==> src/rtl/osg_seq_pkg.sv <==
// Shared types and defaults for the pulse-train sequencer and its Delay-facing fields.
package osg_seq_pkg;

  typedef enum logic [1:0] {
    ST_IDLE  = 2'd0,
    ST_PULSE = 2'd1,
    ST_GAP   = 2'd2
  } seq_state_t;

  localparam int DEF_CNT_W = 16;
  localparam int DEF_PL_W  = 16;
  localparam int WD_W      = 24;
  localparam logic [WD_W-1:0] DEF_WDOG = 24'd10_000_000;

  // Field widths of the Delay block configuration inputs.
  localparam int DELAY_W = 17;
  localparam int MLT_W   = 5;

endpackage

==> src/rtl/osg_down_counter.sv <==
// Loadable down-counter that holds at zero; zero flag is combinational from the count.
module osg_down_counter #(
  parameter int W = 16
) (
  input  logic         clk,
  input  logic         rst_n,
  input  logic         load,
  input  logic         en,
  input  logic [W-1:0] load_val,
  output logic         zero
);

  localparam logic [W-1:0] ONE = {{(W-1){1'b0}}, 1'b1};

  logic [W-1:0] count;

  always_ff @(posedge clk) begin
    if (!rst_n) begin
      count <= '0;
    end else if (load) begin
      count <= load_val;
    end else if (en && (count != '0)) begin
      count <= count - ONE;
    end
  end

  assign zero = (count == '0);

endmodule

==> src/rtl/pulse_train_seq.sv <==
// Generates N light pulses of pl_len clocks separated by launches of the external
// Delay block, with a watchdog on each gap and registered outputs throughout.
module pulse_train_seq
  import osg_seq_pkg::*;
#(
  parameter int              CNT_W = DEF_CNT_W,
  parameter int              PL_W  = DEF_PL_W,
  parameter logic [WD_W-1:0] WDOG  = DEF_WDOG
) (
  input  logic               clk_Seq,
  input  logic               rst_n,
  input  logic               start,
  input  logic               abort,
  input  logic [CNT_W-1:0]   n_pulses,
  input  logic [PL_W-1:0]    pl_len,
  input  logic [DELAY_W-1:0] delay_in,
  input  logic [MLT_W-1:0]   dl_mlt_in,
  input  logic               dl_done,
  output logic               dl_launch,
  output logic [DELAY_W-1:0] delay_q,
  output logic [MLT_W-1:0]   dl_mlt_q,
  output logic               light_out,
  output logic               busy,
  output logic               done,
  output logic               err,
  output logic [CNT_W-1:0]   pulse_idx
);

  localparam logic [CNT_W-1:0] CNT_ONE = {{(CNT_W-1){1'b0}}, 1'b1};
  localparam logic [PL_W-1:0]  PL_ONE  = {{(PL_W-1){1'b0}}, 1'b1};
  localparam logic [WD_W-1:0]  WD_ONE  = {{(WD_W-1){1'b0}}, 1'b1};
  localparam logic [WD_W-1:0]  WD_LOAD = WDOG - WD_ONE;

  seq_state_t       state, state_nxt;
  logic [CNT_W-1:0] n_q;
  logic [PL_W-1:0]  pl_q;

  logic             accept;
  logic             err_nxt;
  logic             done_nxt;
  logic [CNT_W-1:0] idx_nxt;

  logic             pw_load, pw_en, pw_zero;
  logic [PL_W-1:0]  pw_val;
  logic             wd_load, wd_en, wd_zero;

  // Counters are loaded with length-1 so the zero flag marks the final cycle.
  osg_down_counter #(.W(PL_W)) u_pw_cnt (
    .clk      (clk_Seq),
    .rst_n    (rst_n),
    .load     (pw_load),
    .en       (pw_en),
    .load_val (pw_val),
    .zero     (pw_zero)
  );

  osg_down_counter #(.W(WD_W)) u_wd_cnt (
    .clk      (clk_Seq),
    .rst_n    (rst_n),
    .load     (wd_load),
    .en       (wd_en),
    .load_val (WD_LOAD),
    .zero     (wd_zero)
  );

  always_comb begin
    state_nxt = state;
    accept    = 1'b0;
    err_nxt   = err;
    done_nxt  = 1'b0;
    idx_nxt   = pulse_idx;
    pw_load   = 1'b0;
    pw_en     = 1'b0;
    pw_val    = pl_q - PL_ONE;
    wd_load   = 1'b0;
    wd_en     = 1'b0;
    if (abort) begin
      state_nxt = ST_IDLE;
    end else begin
      case (state)
        ST_IDLE: begin
          if (start) begin
            // Zero fields would underflow Delay's delay-1 count, so they are rejected.
            if ((n_pulses != '0) && (pl_len != '0) && (delay_in != '0)) begin
              accept    = 1'b1;
              err_nxt   = 1'b0;
              idx_nxt   = CNT_ONE;
              pw_load   = 1'b1;
              pw_val    = pl_len - PL_ONE;
              state_nxt = ST_PULSE;
            end else begin
              err_nxt = 1'b1;
            end
          end
        end
        ST_PULSE: begin
          pw_en = 1'b1;
          if (pw_zero) begin
            if (pulse_idx == n_q) begin
              done_nxt  = 1'b1;
              state_nxt = ST_IDLE;
            end else begin
              wd_load   = 1'b1;
              state_nxt = ST_GAP;
            end
          end
        end
        ST_GAP: begin
          wd_en = 1'b1;
          if (dl_done) begin
            idx_nxt   = pulse_idx + CNT_ONE;
            pw_load   = 1'b1;
            state_nxt = ST_PULSE;
          end else if (wd_zero) begin
            err_nxt   = 1'b1;
            state_nxt = ST_IDLE;
          end
        end
        default: state_nxt = ST_IDLE;
      endcase
    end
  end

  always_ff @(posedge clk_Seq) begin
    if (!rst_n) begin
      state     <= ST_IDLE;
      light_out <= 1'b0;
      dl_launch <= 1'b0;
      busy      <= 1'b0;
      done      <= 1'b0;
      err       <= 1'b0;
      pulse_idx <= '0;
      delay_q   <= '0;
      dl_mlt_q  <= '0;
      n_q       <= '0;
      pl_q      <= '0;
    end else begin
      state     <= state_nxt;
      light_out <= (state_nxt == ST_PULSE);
      dl_launch <= (state_nxt == ST_GAP);
      busy      <= (state_nxt != ST_IDLE);
      done      <= done_nxt;
      err       <= err_nxt;
      pulse_idx <= idx_nxt;
      if (accept) begin
        n_q      <= n_pulses;
        pl_q     <= pl_len;
        delay_q  <= delay_in;
        dl_mlt_q <= dl_mlt_in;
      end
    end
  end

endmodule
==> config.mk <==
export PLATFORM = sky130hd
export DESIGN_NAME = pulse_train_seq
export DESIGN_NICKNAME = d
export VERILOG_FILES = /design/src/rtl/osg_seq_pkg.sv /design/src/rtl/osg_down_counter.sv /design/src/rtl/pulse_train_seq.sv
export SDC_FILE = /design/constraint.sdc
export NUM_CORES = 1
export LEC_CHECK = 0
export CORE_ASPECT_RATIO = 0.9
export CORE_UTILIZATION = 59
export DETAILED_ROUTE_END_ITERATION = 7
export PLACE_DENSITY = 0.86
export SLEW_MARGIN = 20
export SYNTH_ARGS = -nofsm -noshare
export SYNTH_HDL_FRONTEND = slang
export SYNTH_HIERARCHICAL = 1
export SYNTH_SLANG_ARGS = --single-unit
==> constraint.sdc <==
create_clock -name clk_Seq -period 7.2 [get_ports clk_Seq]
set_clock_uncertainty 0.2 [all_clocks]
set_input_delay 0.72 -clock clk_Seq [delete_from_list [all_inputs] [get_ports clk_Seq]]
set_output_delay 0.72 -clock clk_Seq [all_outputs]
set_load 0.005 [all_outputs]
==> key figures, run 1 <==
Critical path
  – Crit path max fanout: 76
  – Crit end category: flop
  – CP Launch Type: input port
  – Arr. time, crit path: ~3.6 ns
  – Worst Path Required: about 7.3 ns
  – Crit path kind: in2reg

Timing
  – Fmax: between 0.2 and 0.3 GHz
  – Fin crit share: just under 50%
  – Final number of setup-violating endpoints: 0
  – RSZ-0062 raised after global routing: no
  – Final hold vios: 0
  – Slew @ Worst Pin: roughly 1.0 ns
  – Fin Setup TNS: 0 ns
  – Rel. slew slack: 30.5%
  – Final Slew Violations: 0
  – Fin crit period: approximately 3.5 ns

Power and ir drop
  – Static Leakage: 2.98 nW
  – Overall Power: 0.00183 W
  – Peak VDD IR: around 0.19 mV
  – Cell area power density: about 220 nW/um^2

Clock tree
  – Reg clk slew, reported paths: around 0.05 ns
  – Clock tree root buffer cell: clkbuf_16
  – Worst-Skew Late Latency: about 0.42 ns
  – Hold buffers post-CTS: 0
  – CTS tree: done
  – Post-CTS Resized: 0
  – Htree depth: 4
  – Setup bufs post-CTS: 0
  – Longest Clk Path Bufs: 2
  – CTS sink count: 117
  – CTS Buf Count: 17

Layout
  – Most common cell after layout, fill and taps aside: dfxtp_1
  – Share of cells above drive strength 1: between 7 and 8%
  – Final std cells w/o fill: between 1,000 and 1,500
  – Layout Nets: 975
  – Post-layout util: around three quarters
  – Area Growth Syn to Fin: 25.8%
  – Commonest non-fill, non-tap cells in the layout: dfxtp_1, clkdlybuf4s50_1, o21ai_0
  – Antenna diodes: 0
  – Fillers: 769

Floorplan
  – Initial core utilization: 60.8%
  – Cell Rows: 36
  – Core area: 10,900 um^2
  – Chip Width: ~110 um
  – IO Pins: between 100 and 150
  – Vert. Die Dim: around 100 um
  – Die area: approximately 12,000 um^2

Place
  – I/O Buffers: 101
  – # placed instances: about 1,000
  – GP Congestion: 0.914
  – HPWL after detailed placement: about 12 mm

Flow run
  – # Max-Cap Violations: 0

Logic synthesis
  – Top FF cell, synth: dfxtp_1
  – Post-Syn Area: roughly 6600 um^2
  – Seq cells post-synth: 117
  – Synth Instances: approximately 820
  – Share of flip-flops with an asynchronous set or reset: 0%
  – Synth warn: 6
  – EDFF count, synth: 0
  – Netlist cell types: 69
  – Sequential fraction of the synthesis area: between 30 and 40%
  – Avg Inst Size Synth: between 8 and 9 um^2

GRT
  – GRT Residual Overflow: 0
  – GRT Total Usage: a little under a third
  – GR peak layer: met2
  – First-pass GRT wire length: roughly 29 mm
  – Vias in the first global route: around 6,000
  – Largest net degree at the start of global routing: 77
  – Met2 Use GR: 52.8%
  – GR Layer Usage met3: ~6.3%
  – Met1 Track Usage GR: a little under two fifths
  – Initial antenna violation count: 0

Detailed routing
  – Routed Antenna Nets: 0
  – TritonRoute pass-1 iters: 5
  – DRC viols: 0
  – Initial DRC Count: around 640
  – Wire per inst: 16.4 um
  – Vias/cell: 6.15
  – Routed WL: 17.7 mm
  – Vias: between 6,000 and 7,000

Status
  – Run status: complete, no violations

Worst hold path
  – Min-delay worst type: reg2reg
path summary, 6_finish.rpt:
| check | startpoint | endpoint | slack (ns) | cells past startpoint |
|---|---|---|---|---|
| setup / recovery | pl_len[8] | u_pw_cnt/count[13] | 3.68 | 9 |
| hold / removal | delay_q[10] | delay_q[10] | 0.28 | 2 |
| setup reg to reg | state[1] | u_pw_cnt/count[13] | 4.12 | 7 |
| hold reg to reg | delay_q[10] | delay_q[10] | 0.28 | 2 |
logic make-up (layout without fill, tap and decap cells):
logic type               after synthesis  count (layout)  synth area share (%)
AO/OA/AOI/OAI                        251             251                  22.5
XOR/XNOR                              77              77                  10.2
adder cells (fa/ha/maj)                7               7                  1.33
buffers and inverters                 72             153                  4.79
flip-flops                           117             117                  35.5
multiplexers                          17              17                  2.58
other                                  2              24                 0.114
AND/OR/NAND/NOR                      276             276                  23.0
cell usage after synthesis, drive strengths merged (8+ instances only):
| cell type | n | area [um^2] |
|---|---|---|
| o211ai | 8 | 60.1 |
| mux2i | 17 | 170 |
| xor2 | 33 | 289 |
| o21ai | 98 | 494 |
| nand3 | 70 | 350 |
| a211o | 8 | 70.1 |
| a211oi | 12 | 100 |
| nand2 | 32 | 123 |
| or4 | 13 | 113 |
| clkbuf | 35 | 131 |
| nor3 | 23 | 125 |
| nand4 | 12 | 75.1 |
| dfxtp | 117 | 2340 |
| nor2 | 51 | 201 |
| xnor2 | 44 | 385 |
| o31ai | 9 | 72.6 |
| inv | 13 | 48.8 |
| nor4 | 26 | 178 |
| or3 | 10 | 68.8 |
| buf | 22 | 129 |
| a21oi | 90 | 454 |
critical path: stages:
cell	delay, ns
clkdlybuf4s50_1	0.49
or4_4	0.58
or3_4	0.38
o22ai_4	0.16
buf_4	0.59
nor2_2	0.22
mux2i_1	0.18
o21ai_0	0.21
a21oi_1	0.07
state kept, by name, summed over array words and instances (netlist names):
register        count
u_pw_cnt/count     16
delay_q            17
dl_mlt_q            5
pl_q               16
u_wd_cnt/count     24
dl_launch           1
pulse_idx          16
light_out           1
err                 1
done                1
n_q                16
busy                1
state               2
metrics by stage:
stage	setup slack, ns	hold slack [ns]	area, um^2
after floorplan	4.08	0.265	6690
after global placement	3.39	0.254	7680
after detailed placement	3.20	0.269	7680
after CTS	3.46	0.277	8300
after global routing	3.55	0.297	8310
final	3.68	0.276	8310
where the power goes:
group          internal [W]  switching [W]
sequential         0.000674      0.0000250
combinational      0.000117       0.000133
clock              0.000586       0.000294
total               0.00138       0.000452
routing by layer:
metal | part of all wire [%] | vias up
li1 | - | 3168
met1 | 44 | 3147
met2 | 48 | 260
met3 | 6.0 | 31
met4 | 1.9 | 0
met5 | 0 | -
layout make-up:
class / count / area (um^2) / area share [%]
multi-input cells: 652 / 4050 / 48.8
flip-flops and latches: 117 / 2340 / 28.2
repair buffers: 106 / 1050 / 12.6
clock buffers: 23 / 498 / 5.99
well taps: 152 / 190 / 2.29
clock inverters: 9 / 123 / 1.48
inverters: 15 / 56.3 / 0.678
No activity file was read; power rests on OpenSTA's default activity.
==> run 2, diff against run 1 <==
- CORE_UTILIZATION: 59 -> 49
- PLACE_DENSITY: 0.86 -> 0.77
- clock period: 7.2 -> 2.9 ns (I/O delays scaled with it)
==> key figures, run 2 (synthesis gave the netlist of run 1 again) <==
Floorplan
  – IO Pins: roughly 100
  – Initial core utilization: approximately half
  – Die area: around 14,000 um^2
  – Vert. Die Dim: ~110 um
  – Core area: about 13,000 um^2
  – Chip Width: between 100 and 150 um
  – Cell Rows: 39

Critical path
  – Worst r2r src: u_pw_cnt/count[10]
  – CP Launch Type: flop
  – FF-to-FF End: u_wd_cnt/count[21]
  – Crit path max fanout: 19
  – Crit end category: flop
  – Crit path kind: reg2reg
  – Worst Path Required: approximately 3 ns
  – CP startpoint: u_pw_cnt/count[10]
  – Worst Reg-to-Reg Cells: 7
  – Reg2Reg Setup Slack: 0.22 ns
  – Arr. time, crit path: 2.77 ns

Timing
  – Rel. slew slack: around 55%
  – Fin crit share: slightly above 90%
  – Final hold vios: 0
  – Fin Setup TNS: 0 ns
  – Fin crit period: around 2.7 ns
  – Fmax: about 0.37 GHz
  – Final Slew Violations: 0
  – RSZ-0062 raised after global routing: no
  – Final number of setup-violating endpoints: 0
  – Slew @ Worst Pin: between 0.6 and 0.7 ns

Detailed routing
  – Initial DRC Count: between 500 and 600
  – Wire per inst: between 15 and 20 um
  – Routed WL: 17.7 mm
  – Vias: roughly 6,600
  – Routed Antenna Nets: 0
  – TritonRoute pass-1 iters: 5
  – DRC viols: 0
  – Vias/cell: 5.84

Layout
  – Most flops, register: u_wd_cnt/count
  – Most common cell after layout, fill and taps aside: dfxtp_1
  – Commonest non-fill, non-tap cells in the layout: dfxtp_1, clkdlybuf4s50_1, o21ai_0
  – Max reg flops: 24
  – Top flop regs: u_wd_cnt/count x24, delay_q x17
  – Layout Nets: just over 1,000
  – Final std cells w/o fill: 1,126
  – Antenna diodes: 0
  – Area Growth Syn to Fin: 31.4%
  – Share of cells above drive strength 1: approximately 11%

Worst hold path
  – Min-delay worst type: in2reg
  – Hold Startpoint: dl_mlt_in[4]
  – Hold Path End: dl_mlt_q[4]
  – Hold path cells: 3

Clock tree
  – Worst-Skew Late Latency: 0.41 ns
  – Setup bufs post-CTS: 0
  – CTS tree: done
  – Clock tree root buffer cell: clkbuf_16
  – CTS sink count: around 120
  – Hold buffers post-CTS: 0
  – Reg clk slew, reported paths: around 0.06 ns
  – Htree depth: 4
  – Post-CTS Resized: 0
  – CTS Buf Count: 17
  – Longest Clk Path Bufs: 2

GRT
  – GRT Residual Overflow: 0
  – Vias in the first global route: between 6,000 and 7,000
  – Initial antenna violation count: 0
  – GRT Total Usage: between 20% and 30%
  – Largest net degree at the start of global routing: 63
  – First-pass GRT wire length: 30.0 mm

Power and ir drop
  – Cell area power density: around 530 nW/um^2
  – Static Leakage: about 3.2 nW
  – Peak VDD IR: approximately 0.43 mV

Flow run
  – # Max-Cap Violations: 0

Place
  – I/O Buffers: between 100 and 150
  – HPWL after detailed placement: ~12 mm
  – # placed instances: between 1,000 and 1,500
  – GP Congestion: between 0.9 and 1

Status
  – Run status: complete, no violations
-- run 2: cell types whose count changed in the layout (fill, tap and decap cells not counted), sizes merged --
| cell | previous run | this run |
|---|---|---|
| buf | 5 | 45 |
| clkinv | 6 | 8 |
| clkinvlp | 1 | 3 |
| clkbuf | 23 | 19 |
| inv | 14 | 13 |
| bufinv | 3 | 4 |
-- run 2: area by class of cell --
class                      count  area [um^2]
sequential                   117         2340
timing repair buffer         146         1400
clock buffer                  19          453
tap                          164          205
inverter                      15         56.3
multi-input combinational    652         4050
clock inverter                13          180
fill                        1084         4250
-- run 2: worst max-delay path, stage by stage, from the launching register on --
cell and delay, ns:
dfxtp_1 0.34, or4_1 0.58, and4bb_1 0.30, and3_1 0.18, clkinv_1 0.39, buf_4 0.35, o21ai_0 0.17, a21oi_1 0.06
-- run 2: per-layer routing --
layer / wire length (um) / GRT usage, %
met5: 0 / 0
met4: 316 / 8.27
met3: 813 / 4.91
met2: 8050 / 41.0
met1: 8470 / 35.2
-- run 2: stage by stage --
stage / power, W / area [um^2] / hold WS [ns] / util [%] / setup WS, ns
after floorplan: 0.00214 / 6690 / 0.228 / - / 0.215
after global placement: 0.00240 / 8050 / 0.251 / 62.2 / 0.0758
after detailed placement: 0.00241 / 8050 / 0.265 / 62.2 / 0.0158
after CTS: 0.00464 / 8680 / 0.227 / 67.1 / 0.208
after global routing: 0.00479 / 8680 / 0.244 / 67.1 / 0.00922
final: 0.00462 / 8680 / 0.241 / 67.1 / 0.218
-- run 2: worst max path at each step --
stage / endpoint / slack (ns) / cells after the start
3_5_place_dp: u_pw_cnt/count[0] / 0.02 / 9
3_3_place_gp: u_pw_cnt/count[0] / 0.08 / 9
4_1_cts: u_wd_cnt/count[21] / 0.21 / 7
5_1_grt: u_wd_cnt/count[17] / 0.009 / 7
2_1_floorplan: u_pw_cnt/count[10] / 0.21 / 9
6_report: u_wd_cnt/count[21] / 0.22 / 7
-- run 2: power by group --
group | switching (W) | total (W) | internal [W] | leakage, nW
sequential | 0.0000608 | 0.00173 | 0.00167 | 0.952
combinational | 0.000335 | 0.000656 | 0.000321 | 1.94
clock | 0.000752 | 0.00223 | 0.00148 | 0.305
